--- config.mk ---
export PLATFORM = sky130hd
export DESIGN_NAME = ysyx_25010008_icache
export DESIGN_NICKNAME = d
export VERILOG_FILES = /design/src/rtl/ysyx_25010008_icache_pkg.sv /design/src/rtl/ysyx_25010008_icache_array.sv /design/src/rtl/ysyx_25010008_icache.sv
export SDC_FILE = /design/constraint.sdc
export NUM_CORES = 2
export LEC_CHECK = 0
export CAP_MARGIN = 20
export CORE_ASPECT_RATIO = 1.25
export CORE_MARGIN = 4
export CORE_UTILIZATION = 65
export DETAILED_ROUTE_END_ITERATION = 12
export GPL_TIMING_DRIVEN = 0
export PLACE_DENSITY = 0.82
export REMOVE_ABC_BUFFERS = 1
export SYNTH_ARGS = -nofsm -noshare
export SYNTH_HDL_FRONTEND = slang
export SYNTH_SLANG_ARGS = --single-unit
--- constraint.sdc ---
create_clock -name clock -period 9.2 [get_ports clock]
set_input_delay 1.84 -clock clock [delete_from_list [all_inputs] [get_ports clock]]
set_output_delay 1.84 -clock clock [all_outputs]
set_load 0.1 [all_outputs]
--- src/rtl/ysyx_25010008_icache_pkg.sv ---
// ----------------------------------------------------------------------------
// ysyx_25010008_icache_pkg
// Shared definitions for the direct-mapped instruction cache:
//   - FSM state encoding
//   - AXI-style read response codes
//   - default line geometry
//   - response-code helper
// ----------------------------------------------------------------------------
package ysyx_25010008_icache_pkg;

    // Default geometry: 16-byte lines (4 words), 16 lines
    localparam int ICACHE_OFFSET_W = 4;
    localparam int ICACHE_INDEX_W  = 4;
    localparam int ICACHE_ADDR_W   = 32;

    // Read response codes
    localparam logic [1:0] RRESP_OKAY   = 2'b00;
    localparam logic [1:0] RRESP_SLVERR = 2'b10;

    typedef enum logic [2:0] {
        ST_IDLE    = 3'd0,
        ST_LOOKUP  = 3'd1,
        ST_MISS_AR = 3'd2,
        ST_MISS_R  = 3'd3,
        ST_RESP    = 3'd4
    } icache_state_e;

    // Collapse the sticky refill error flag into the code returned to the IFU
    function automatic logic [1:0] f_refill_resp(input logic err);
        return err ? RRESP_SLVERR : RRESP_OKAY;
    endfunction

endpackage

--- src/rtl/ysyx_25010008_icache_array.sv ---
// ----------------------------------------------------------------------------
// ysyx_25010008_icache_array
// Valid / tag / data storage of the instruction cache.
//   i_clock, i_reset        : clock, asynchronous active-high reset (valid bits)
//   i_clr_all               : clear every valid bit (wins over a line write)
//   i_rd_index, i_rd_word   : combinational read address
//   o_rd_valid/tag/data     : selected line valid, tag and word
//   i_wr_en, i_wr_index,
//   i_wr_word, i_wr_data    : synchronous single-word data write
//   i_line_we, i_line_tag,
//   i_line_valid            : synchronous tag + valid write for i_wr_index
// ----------------------------------------------------------------------------
module ysyx_25010008_icache_array #(
    parameter int INDEX_W = 4,
    parameter int TAG_W   = 24,
    parameter int WORD_W  = 2
) (
    input  logic               i_clock,
    input  logic               i_reset,
    input  logic               i_clr_all,
    input  logic [INDEX_W-1:0] i_rd_index,
    input  logic [WORD_W-1:0]  i_rd_word,
    output logic               o_rd_valid,
    output logic [TAG_W-1:0]   o_rd_tag,
    output logic [31:0]        o_rd_data,
    input  logic               i_wr_en,
    input  logic [INDEX_W-1:0] i_wr_index,
    input  logic [WORD_W-1:0]  i_wr_word,
    input  logic [31:0]        i_wr_data,
    input  logic               i_line_we,
    input  logic [TAG_W-1:0]   i_line_tag,
    input  logic               i_line_valid
);

    localparam int LINES = 1 << INDEX_W;
    localparam int WORDS = 1 << WORD_W;

    logic [LINES-1:0] r_valid;
    logic [TAG_W-1:0] r_tag  [LINES];
    logic [31:0]      r_data [LINES*WORDS];

    // Valid bits: async reset, global clear has priority over a line fill
    always_ff @(posedge i_clock or posedge i_reset) begin
        if (i_reset) begin
            r_valid <= {LINES{1'b0}};
        end else if (i_clr_all) begin
            r_valid <= {LINES{1'b0}};
        end else if (i_line_we) begin
            r_valid[i_wr_index] <= i_line_valid;
        end
    end

    // Tag and data storage: plain RAM-style writes, no reset needed
    always_ff @(posedge i_clock) begin
        if (i_wr_en) begin
            r_data[{i_wr_index, i_wr_word}] <= i_wr_data;
        end
        if (i_line_we) begin
            r_tag[i_wr_index] <= i_line_tag;
        end
    end

    assign o_rd_valid = r_valid[i_rd_index];
    assign o_rd_tag   = r_tag[i_rd_index];
    assign o_rd_data  = r_data[{i_rd_index, i_rd_word}];

endmodule

--- src/rtl/ysyx_25010008_icache.sv ---
// ----------------------------------------------------------------------------
// ysyx_25010008_icache
// Direct-mapped read-only instruction cache between the IFU fetch port and
// port 0 of the bus arbiter. Hits are answered locally; misses refill the
// whole line with sequential single-beat reads. fence_i invalidates all lines.
//   clock, reset          : clock, asynchronous active-high reset
//   fence_i               : one-cycle pulse, invalidate all lines
//   ifu_ar* / ifu_r*      : fetch request / response (valid-ready)
//   mem_ar* / mem_r*      : refill request / data towards the arbiter
//   hit, miss             : one-cycle pulses from the lookup cycle
// ----------------------------------------------------------------------------
module ysyx_25010008_icache
    import ysyx_25010008_icache_pkg::*;
#(
    parameter int OFFSET_W = ICACHE_OFFSET_W,
    parameter int INDEX_W  = ICACHE_INDEX_W,
    parameter int TAG_W    = ICACHE_ADDR_W - INDEX_W - OFFSET_W
) (
    input  logic        clock,
    input  logic        reset,
    input  logic        fence_i,
    input  logic [31:0] ifu_araddr,
    input  logic        ifu_arvalid,
    output logic        ifu_arready,
    output logic [31:0] ifu_rdata,
    output logic [1:0]  ifu_rresp,
    output logic        ifu_rvalid,
    input  logic        ifu_rready,
    output logic [31:0] mem_araddr,
    output logic        mem_arvalid,
    input  logic        mem_arready,
    input  logic [31:0] mem_rdata,
    input  logic [1:0]  mem_rresp,
    input  logic        mem_rvalid,
    output logic        mem_rready,
    output logic        hit,
    output logic        miss
);

    localparam int WORD_W = OFFSET_W - 2;
    localparam logic [WORD_W-1:0] LAST_BEAT = {WORD_W{1'b1}};
    localparam logic [WORD_W-1:0] BEAT_ONE  = {{(WORD_W-1){1'b0}}, 1'b1};

    icache_state_e r_state;
    icache_state_e w_state_nxt;

    logic [31:2]       r_addr;
    logic [WORD_W-1:0] r_beat;
    logic              r_err;
    logic              r_kill;
    logic [31:0]       r_rdata;
    logic [1:0]        r_rresp;

    logic [TAG_W-1:0]   w_tag;
    logic [INDEX_W-1:0] w_index;
    logic [WORD_W-1:0]  w_word;
    logic               w_arr_valid;
    logic [TAG_W-1:0]   w_arr_tag;
    logic [31:0]        w_arr_data;
    logic               w_lookup_hit;
    logic               w_beat_done;
    logic               w_last;
    logic               w_err_nxt;
    logic               w_line_valid;
    logic [31:0]        w_req_word;
    logic               w_unused_lsb;

    // Byte-lane bits of the fetch address carry no information
    assign w_unused_lsb = &{1'b0, ifu_araddr[1:0]};

    assign w_tag   = r_addr[31:OFFSET_W+INDEX_W];
    assign w_index = r_addr[OFFSET_W+INDEX_W-1:OFFSET_W];
    assign w_word  = r_addr[OFFSET_W-1:2];

    // A fence in the lookup cycle forces a miss even if the line was valid
    assign w_lookup_hit = w_arr_valid & (w_arr_tag == w_tag) & ~fence_i;
    assign w_beat_done  = (r_state == ST_MISS_R) & mem_rvalid;
    assign w_last       = (r_beat == LAST_BEAT);
    assign w_err_nxt    = r_err | (mem_rresp != RRESP_OKAY);
    // A line is only validated if every beat was OKAY and no fence hit the refill
    assign w_line_valid = ~w_err_nxt & ~r_kill & ~fence_i;
    // Requested word never lies after the current beat; bypass when equal
    assign w_req_word   = (w_word == r_beat) ? mem_rdata : w_arr_data;

    ysyx_25010008_icache_array #(
        .INDEX_W (INDEX_W),
        .TAG_W   (TAG_W),
        .WORD_W  (WORD_W)
    ) u_array (
        .i_clock      (clock),
        .i_reset      (reset),
        .i_clr_all    (fence_i),
        .i_rd_index   (w_index),
        .i_rd_word    (w_word),
        .o_rd_valid   (w_arr_valid),
        .o_rd_tag     (w_arr_tag),
        .o_rd_data    (w_arr_data),
        .i_wr_en      (w_beat_done),
        .i_wr_index   (w_index),
        .i_wr_word    (r_beat),
        .i_wr_data    (mem_rdata),
        .i_line_we    (w_beat_done & w_last),
        .i_line_tag   (w_tag),
        .i_line_valid (w_line_valid)
    );

    // FSM state register
    always_ff @(posedge clock or posedge reset) begin
        if (reset) begin
            r_state <= ST_IDLE;
        end else begin
            r_state <= w_state_nxt;
        end
    end

    // FSM next-state logic
    always_comb begin
        w_state_nxt = r_state;
        case (r_state)
            ST_IDLE: begin
                if (ifu_arvalid) begin
                    w_state_nxt = ST_LOOKUP;
                end else begin
                    w_state_nxt = ST_IDLE;
                end
            end
            ST_LOOKUP: begin
                if (w_lookup_hit) begin
                    w_state_nxt = ST_RESP;
                end else begin
                    w_state_nxt = ST_MISS_AR;
                end
            end
            ST_MISS_AR: begin
                if (mem_arready) begin
                    w_state_nxt = ST_MISS_R;
                end else begin
                    w_state_nxt = ST_MISS_AR;
                end
            end
            ST_MISS_R: begin
                if (mem_rvalid && w_last) begin
                    w_state_nxt = ST_RESP;
                end else if (mem_rvalid) begin
                    w_state_nxt = ST_MISS_AR;
                end else begin
                    w_state_nxt = ST_MISS_R;
                end
            end
            ST_RESP: begin
                if (ifu_rready) begin
                    w_state_nxt = ST_IDLE;
                end else begin
                    w_state_nxt = ST_RESP;
                end
            end
            default: begin
                w_state_nxt = ST_IDLE;
            end
        endcase
    end

    // Request address, refill beat/error/kill tracking and response holding
    always_ff @(posedge clock or posedge reset) begin
        if (reset) begin
            r_addr  <= 30'd0;
            r_beat  <= {WORD_W{1'b0}};
            r_err   <= 1'b0;
            r_kill  <= 1'b0;
            r_rdata <= 32'd0;
            r_rresp <= RRESP_OKAY;
        end else begin
            case (r_state)
                ST_IDLE: begin
                    r_kill <= 1'b0;
                    if (ifu_arvalid) begin
                        r_addr <= ifu_araddr[31:2];
                    end
                end
                ST_LOOKUP: begin
                    if (w_lookup_hit) begin
                        r_rdata <= w_arr_data;
                        r_rresp <= RRESP_OKAY;
                    end else begin
                        r_beat <= {WORD_W{1'b0}};
                        r_err  <= 1'b0;
                    end
                end
                ST_MISS_AR: begin
                    if (fence_i) begin
                        r_kill <= 1'b1;
                    end
                end
                ST_MISS_R: begin
                    if (fence_i) begin
                        r_kill <= 1'b1;
                    end
                    if (mem_rvalid) begin
                        r_err <= w_err_nxt;
                        if (w_last) begin
                            r_rdata <= w_req_word;
                            r_rresp <= f_refill_resp(w_err_nxt);
                        end else begin
                            r_beat <= r_beat + BEAT_ONE;
                        end
                    end
                end
                ST_RESP: begin
                    if (ifu_rready) begin
                        r_kill <= 1'b0;
                    end
                end
                default: begin
                end
            endcase
        end
    end

    // Outputs decode from registered state; reset forces them low at once
    assign ifu_arready = (r_state == ST_IDLE) & ~reset;
    assign ifu_rvalid  = (r_state == ST_RESP);
    assign ifu_rdata   = r_rdata;
    assign ifu_rresp   = r_rresp;
    assign mem_arvalid = (r_state == ST_MISS_AR);
    assign mem_araddr  = mem_arvalid ? {w_tag, w_index, r_beat, 2'b00} : 32'd0;
    assign mem_rready  = (r_state == ST_MISS_R);
    assign hit         = (r_state == ST_LOOKUP) & w_lookup_hit;
    assign miss        = (r_state == ST_LOOKUP) & ~w_lookup_hit;

endmodule
# Word level (Yosys, flattened, before mapping)
# Memories as Yosys holds them, arrays and structs flattened.
# Cells that the tools add are included.
[word_totals]
output_inout_bits = 72
n_memories = 2
input_bits = 73
wordCells = 94
ramBits = 2432
regBits = 87
[op_classes]
order_cmp = 2
n_addsub = 1
bitwise_logic = 15
eq_ne = 14
n_reduce_logical = 13
n_mux = 39
[mem_list]
columns = ["memory", "depth", "word_bits", "rd", "rd_clocked_by_memory_dff", "wr", "line", "source"]
rows = [
  ["u_array.r_data", 64, 32, 1, 0, 1, "ysyx_25010008_icache_array.sv:40", "logic [31:0] r_data [LINES*WORDS];"],
  ["u_array.r_tag", 16, 24, 1, 0, 1, "ysyx_25010008_icache_array.sv:39", "logic [TAG_W-1:0] r_tag [LINES];"],
]
[ops]
columns = ["cell", "n"]
rows = [
  ["$mux 32", 5],
  ["$pmux 32 s2", 1],
  ["$mux 16", 2],
  ["$eq 24x24->1", 1],
  ["$bwmux 16", 1],
  ["$pmux 3 s5", 1],
  ["$mux 2", 7],
  ["$mux 1", 13],
  ["$and 1x1->1", 9],
  ["$mux 3", 3],
  ["$ne 2x2->1 const B", 4],
  ["$pmux 2 s2", 2],
  ["$reduce_and 4->1", 2],
  ["$eq 3x2->1 const B", 2],
  ["$ne 2x1->1 const B", 3],
  ["$reduce_and 3->1", 2],
  ["$reduce_bool 2->1", 3],
  ["$lt 4x5->1 const B", 1],
  ["$not 1->1", 5],
  ["$bmux 1 s4", 1],
  ["$demux 1 s4", 1],
  ["$ge 4x1->1 const B", 1],
  ["$eq 3x1->1 const B", 1],
  ["$eq 3x3->1 const B", 1],
  ["11 further kinds", 12],
]

# Logic depth before layout (Yosys ltp)
[depth]
depth_word = 8
depth_mapped = 15
depth_no_buf = 9

# By module
# A second synthesis with hierarchy kept.
[hier_totals]
hier_cells = 4251
hier_area_um2 = 97343.4
[by_module_without_submodules]
columns = ["module", "cells_per_inst", "seq_area_each_um2", "area_per_inst_um2", "n_inst"]
rows = [
  ["ysyx_25010008_icache_array", 3955, 73430.4, 93556.0, 1],
  ["ysyx_25010008_icache", 296, 1751.7, 3787.4, 1],
]

# Worst setup path before layout
# OpenSTA, ideal clock, no wires.
[synth_path]
path_kind = "input to output"
from = "input port fence_i"
to = "output port hit"
path_stages = 7
slack_ns = 2.292
required_ns = 7.360
arrival_ns = 5.068
path_cell_list = "clkbuf_1 -> a31o_2 -> a31oi_1 -> nand4_1 -> nor4bb_1 -> nand4_1 -> nor3b_1"
[synth_between]
elab_chain_len = 3
[synth_lines]
columns = ["element", "line", "source"]
rows = [
  ["from (decl)", "ysyx_25010008_icache.sv:21", "input logic fence_i,"],
  ["$not 1->1", "ysyx_25010008_icache.sv:76", "assign w_lookup_hit = w_arr_valid & (w_arr_tag == w_tag) & ~fence_i;"],
  ["$and 1x1->1", "ysyx_25010008_icache.sv:76", ""],
  ["$and 1x1->1", "ysyx_25010008_icache.sv:227", "assign hit = (r_state == ST_LOOKUP) & w_lookup_hit;"],
  ["to (decl)", "ysyx_25010008_icache.sv:36", "output logic hit,"],
]
# Every way passes these cells.

# Worst setup path after layout
[layout_path]
from = "register r_addr[5] (netlist name)"
to = "output port miss"
[layout_between]
elab_chain_len = 6
[layout_lines]
columns = ["element", "line", "source"]
rows = [
  ["from (decl)", "ysyx_25010008_icache.sv:47", "logic [31:2] r_addr;"],
  ["from (signal assigned)", "ysyx_25010008_icache.sv:177", "r_addr <= ifu_araddr[31:2];"],
  ["$mem_v2 16x24 or $bmux 1 s4 (tied branches)", "-", ""],
  ["$eq 24x24->1 or $mux 1 (tied branches)", "ysyx_25010008_icache.sv:76, ysyx_25010008_icache_array.sv:63", ""],
  ["$and 1x1->1 * (2 in a row)", "ysyx_25010008_icache.sv:76", ""],
  ["$not 1->1 *", "ysyx_25010008_icache.sv:228", "assign miss = (r_state == ST_LOOKUP) & ~w_lookup_hit;"],
  ["$and 1x1->1 *", "ysyx_25010008_icache.sv:228", ""],
  ["to (decl)", "ysyx_25010008_icache.sv:37", "output logic miss"],
]
# Every way passes the cells marked *; elsewhere a longest branch is shown, timed or not. The select of a mux whose other input is x is not followed.

==> results by group <==
Floorplan
  • Die W: 355 um
  • Core Area: 0.149 sq mm
  • Row count: 158
  • Die area: 0.156 sq mm
  • Die H: 441 um
  • IO Pins: 145
  • Initial core utilization: 65.5%

Layout
  • Commonest non-fill, non-tap cells in the layout: edfxtp_1 (2432), mux4_2 (503), mux2i_1 (233), clkbuf_16 (221), a22oi_1 (178)
  • Syn-to-layout area delta: 14.7%
  • Finished Layout Cells: 7136
  • Commonest non-fill, non-tap cell in the layout: edfxtp_1
  • Fin area: 0.112 sq mm
  • Nets: 5023
  • Ratio of cells with drive above 1 in the final layout: 24.3%
  • Filler Cell Count: 6936

Routing
  • DR pass1 iterations: 9
  • Avg Vias per Cell: 7.82
  • Via count: 55784
  • Total Wirelength: 301000 um
  • Drt first-iter violations: 11663
  • DRC errors left: 0
  • WL/cell: 42.2 um
  • Routed Antenna Nets: 0

Synth
  • Synth Register Bits: 2518
  • Synth async-reset ratio: 3.42%
  • Post-synthesis xor/xnor area fraction: 0.242%
  • Most used DFF post-synth: edfxtp_1
  • Post-synthesis area per instance: 21.0 sq um
  • EDFF count, synth: 2432
  • Compound-Gate Fraction of Synth Area: 3.96%
  • Synth Cell Area: 0.0976 sq mm
  • Synthesized-area fraction occupied by adder cells: 0.0128%
  • Yosys warnings: 0
  • Yosys cell types: 75
  • Seq/Total Area, Yosys: 77.0%
  • Largest family of logic cells by synthesized area: multiplexers
  • Post-synthesis mux area share: 15.2%
  • Simple-gate share of the synthesized area: 2.10%
  • Cell count after synthesis: 4647

Critical path
  • Crit Path Class: flop to output pin
  • Setup crit start kind: flop
  • Critical path data arrival time: 7.04 ns
  • Worst-path fanout max: 54
  • CP endpoint kind: output pin
  • Worst Path Required: 7.36 ns

Timing
  • Worst Skew: 0.0406 ns
  • Rel. slew slack: 17.7%
  • Setup violators final: 0
  • Worst slew pin tran: 1.23 ns
  • Max Slew Vio Count: 0
  • Final period util: 96.6%
  • TNS Setup: 0 ns
  • Fmax: 0.113 GHz
  • Min cycle time layout: 8.88 ns
  • Final Hold Viols: 0
  • RSZ-0062 raised after global routing: no

Global routing
  • Congestion Overflow GR: 0
  • Global Route Usage Sum: 39.0%
  • First-pass GRT wire length: 423000 um
  • Initial antenna violation count: 16
  • Largest net degree at the start of global routing: 66
  • Number of global-route vias before repair: 55828

Placed design
  • Inst Count DP: 6717
  • GPL Wtd Cong: 0.819
  • # port buffers: 139
  • Area after DPL: 0.105 sq mm
  • HPWL Detailed: 164000 um

Worst hold path
  • HP Class: flop to flop

Clock network
  • Post-CTS sizing: 0
  • H-tree depth: 4
  • Longest Clk Path Bufs: 3
  • # Post-CTS Setup Buffers: 0
  • Clk_lat worst skew: 0.89 ns
  • Clock sink total: 2518
  • TritonCTS Buffers: 218
  • CTS tree: built
  • CTS Hold Bufs: 0
  • Root Buffer: clkbuf_16
  • Clk slew on worst S/H paths: 0.06 ns

Job
  • Maximum Capacitance Violations: 0

Power and ir drop
  • P_leak: 35.6 nW
  • Cell Pwr Density: 306 mW/mm^2
  • Max VDD drop: 0.327 mV

Run status
  • Status: complete, no violations
[layer usage]
| layer | share of wire, % | track usage [%] | vias to the layer above | wire length [um] |
|---|---|---|---|---|
| met4 | 9.4 | 28.6 | 14 | 28400 |
| met5 | 0.037 | 0 | - | 111 |
| met3 | 14 | 11.8 | 1561 | 43200 |
| li1 | - | - | 20009 | - |
| met1 | 30 | 48.1 | 27773 | 89700 |
| met2 | 46 | 59.3 | 6427 | 140000 |
[stage by stage]
| step | util (%) | setup slack, ns | power (mW) | hold slack, ns |
|---|---|---|---|---|
| finish | 75.2 | 0.315 | 34.2 | 0.509 |
| global route | 75.2 | 0.186 | 34.9 | 0.534 |
| CTS | 75.1 | 0.483 | 33.8 | 0.514 |
| detailed placement | 70.4 | 1.52 | 24.5 | 0.496 |
| global placement | 67.3 | -30.11 | 24.0 | 0.490 |
| floorplan | - | -12.61 | 21.6 | 0.500 |
[synthesized netlist by cell type (15+ instances only)]
cell type  instances  area, sq um
a211oi_1          16          120
dfrtp_1           86         2150
a221oi_1          21          184
a31oi_1           15         93.8
xnor2_1           18          158
o22ai_1           25          156
clkbuf_1          94          353
o21ai_0           60          300
a22oi_1          178         1340
a21oi_1          118          591
buf_1             70          263
o32a_1            20          200
buf_2             56          280
and2_1            35          219
nor2b_1           17          106
mux2i_1          233         2330
buf_4             19          143
nand2_1          120          450
mux2_2            56          631
nor2_1           142          533
inv_1             17         63.8
mux4_2           503        11300
a22o_1            19          166
nand2b_1          25          156
edfxtp_1        2432        73000
nand3_1           41          205
mux2_4            29          435
[worst paths after layout]
path,depth (start not counted),start,to,slack [ns]
max,15,r_addr[5]$_DFFE_PP0P_,miss,0.32
min,1,ifu_rdata[13]$_DFFE_PP0P_,ifu_rdata[13]$_DFFE_PP0P_,0.51
max reg2reg,15,r_addr[5]$_DFFE_PP0P_,ifu_rdata[14]$_DFFE_PP0P_,2.99
min reg2reg,1,ifu_rdata[13]$_DFFE_PP0P_,ifu_rdata[13]$_DFFE_PP0P_,0.51
max in group asynchronous,3,reset,ifu_rdata[17]$_DFFE_PP0P_,7.02
min in group asynchronous,2,reset,r_state[0]$_DFF_PP0_,1.43
[where the power goes]
| group | internal (mW) | switching, mW |
|---|---|---|
| combinational | 4.25 | 7.08 |
| sequential | 13.1 | 0.640 |
| clock | 4.90 | 4.28 |
| total | 22.2 | 12.0 |
[cell type report]
class                   instances  area [sq um]  share of cell area (%)
diodes                          7          17.5                  0.0156
clock buffers                 278          5810                    5.19
clock inverters               122          1100                   0.982
inverters                      19          78.8                  0.0704
multi-input cells            1852         21700                    19.4
flip-flops and latches       2518         75200                    67.2
well taps                    2000          2500                    2.23
repair buffers                340          5560                    4.97
[state kept, by name (all words and copies together), names as in the netlist]
register and count:
ifu_rdata 32, ifu_rresp 1, r_addr 30, r_beat 2, r_err 1, r_kill 1
r_state 3, u_array.r_data 2048, u_array.r_tag 384, u_array.r_valid 16
[cell families (layout without fill, tap and decap cells)]
kind of cell               count (synthesis)  after routing
AOI/OAI and AO/OA                        555            555
other                                      1             10
DFF                                     2518           2518
and+or+nand+nor                          440            440
muxes                                    826            826
buffers and inverters                    279            759
xor gates and xnor gates                  27             27
adders and majority gates                  1              1
[worst max-delay path, stage by stage (launching register included)]
cell	delay, ns
dfrtp_4	0.82
buf_16	0.40
buf_16	0.36
buf_16	0.35
nor2b_4	0.65
buf_12	0.29
buf_12	0.24
a22oi_1	0.17
nand3_1	0.12
a211oi_1	0.10
a31oi_1	0.70
nor4_2	0.13
and3b_1	0.25
nand2_1	0.15
and2_1	0.14
clkdlybuf4s50_1	1.13
No activity file was read; power rests on OpenSTA's default activity.
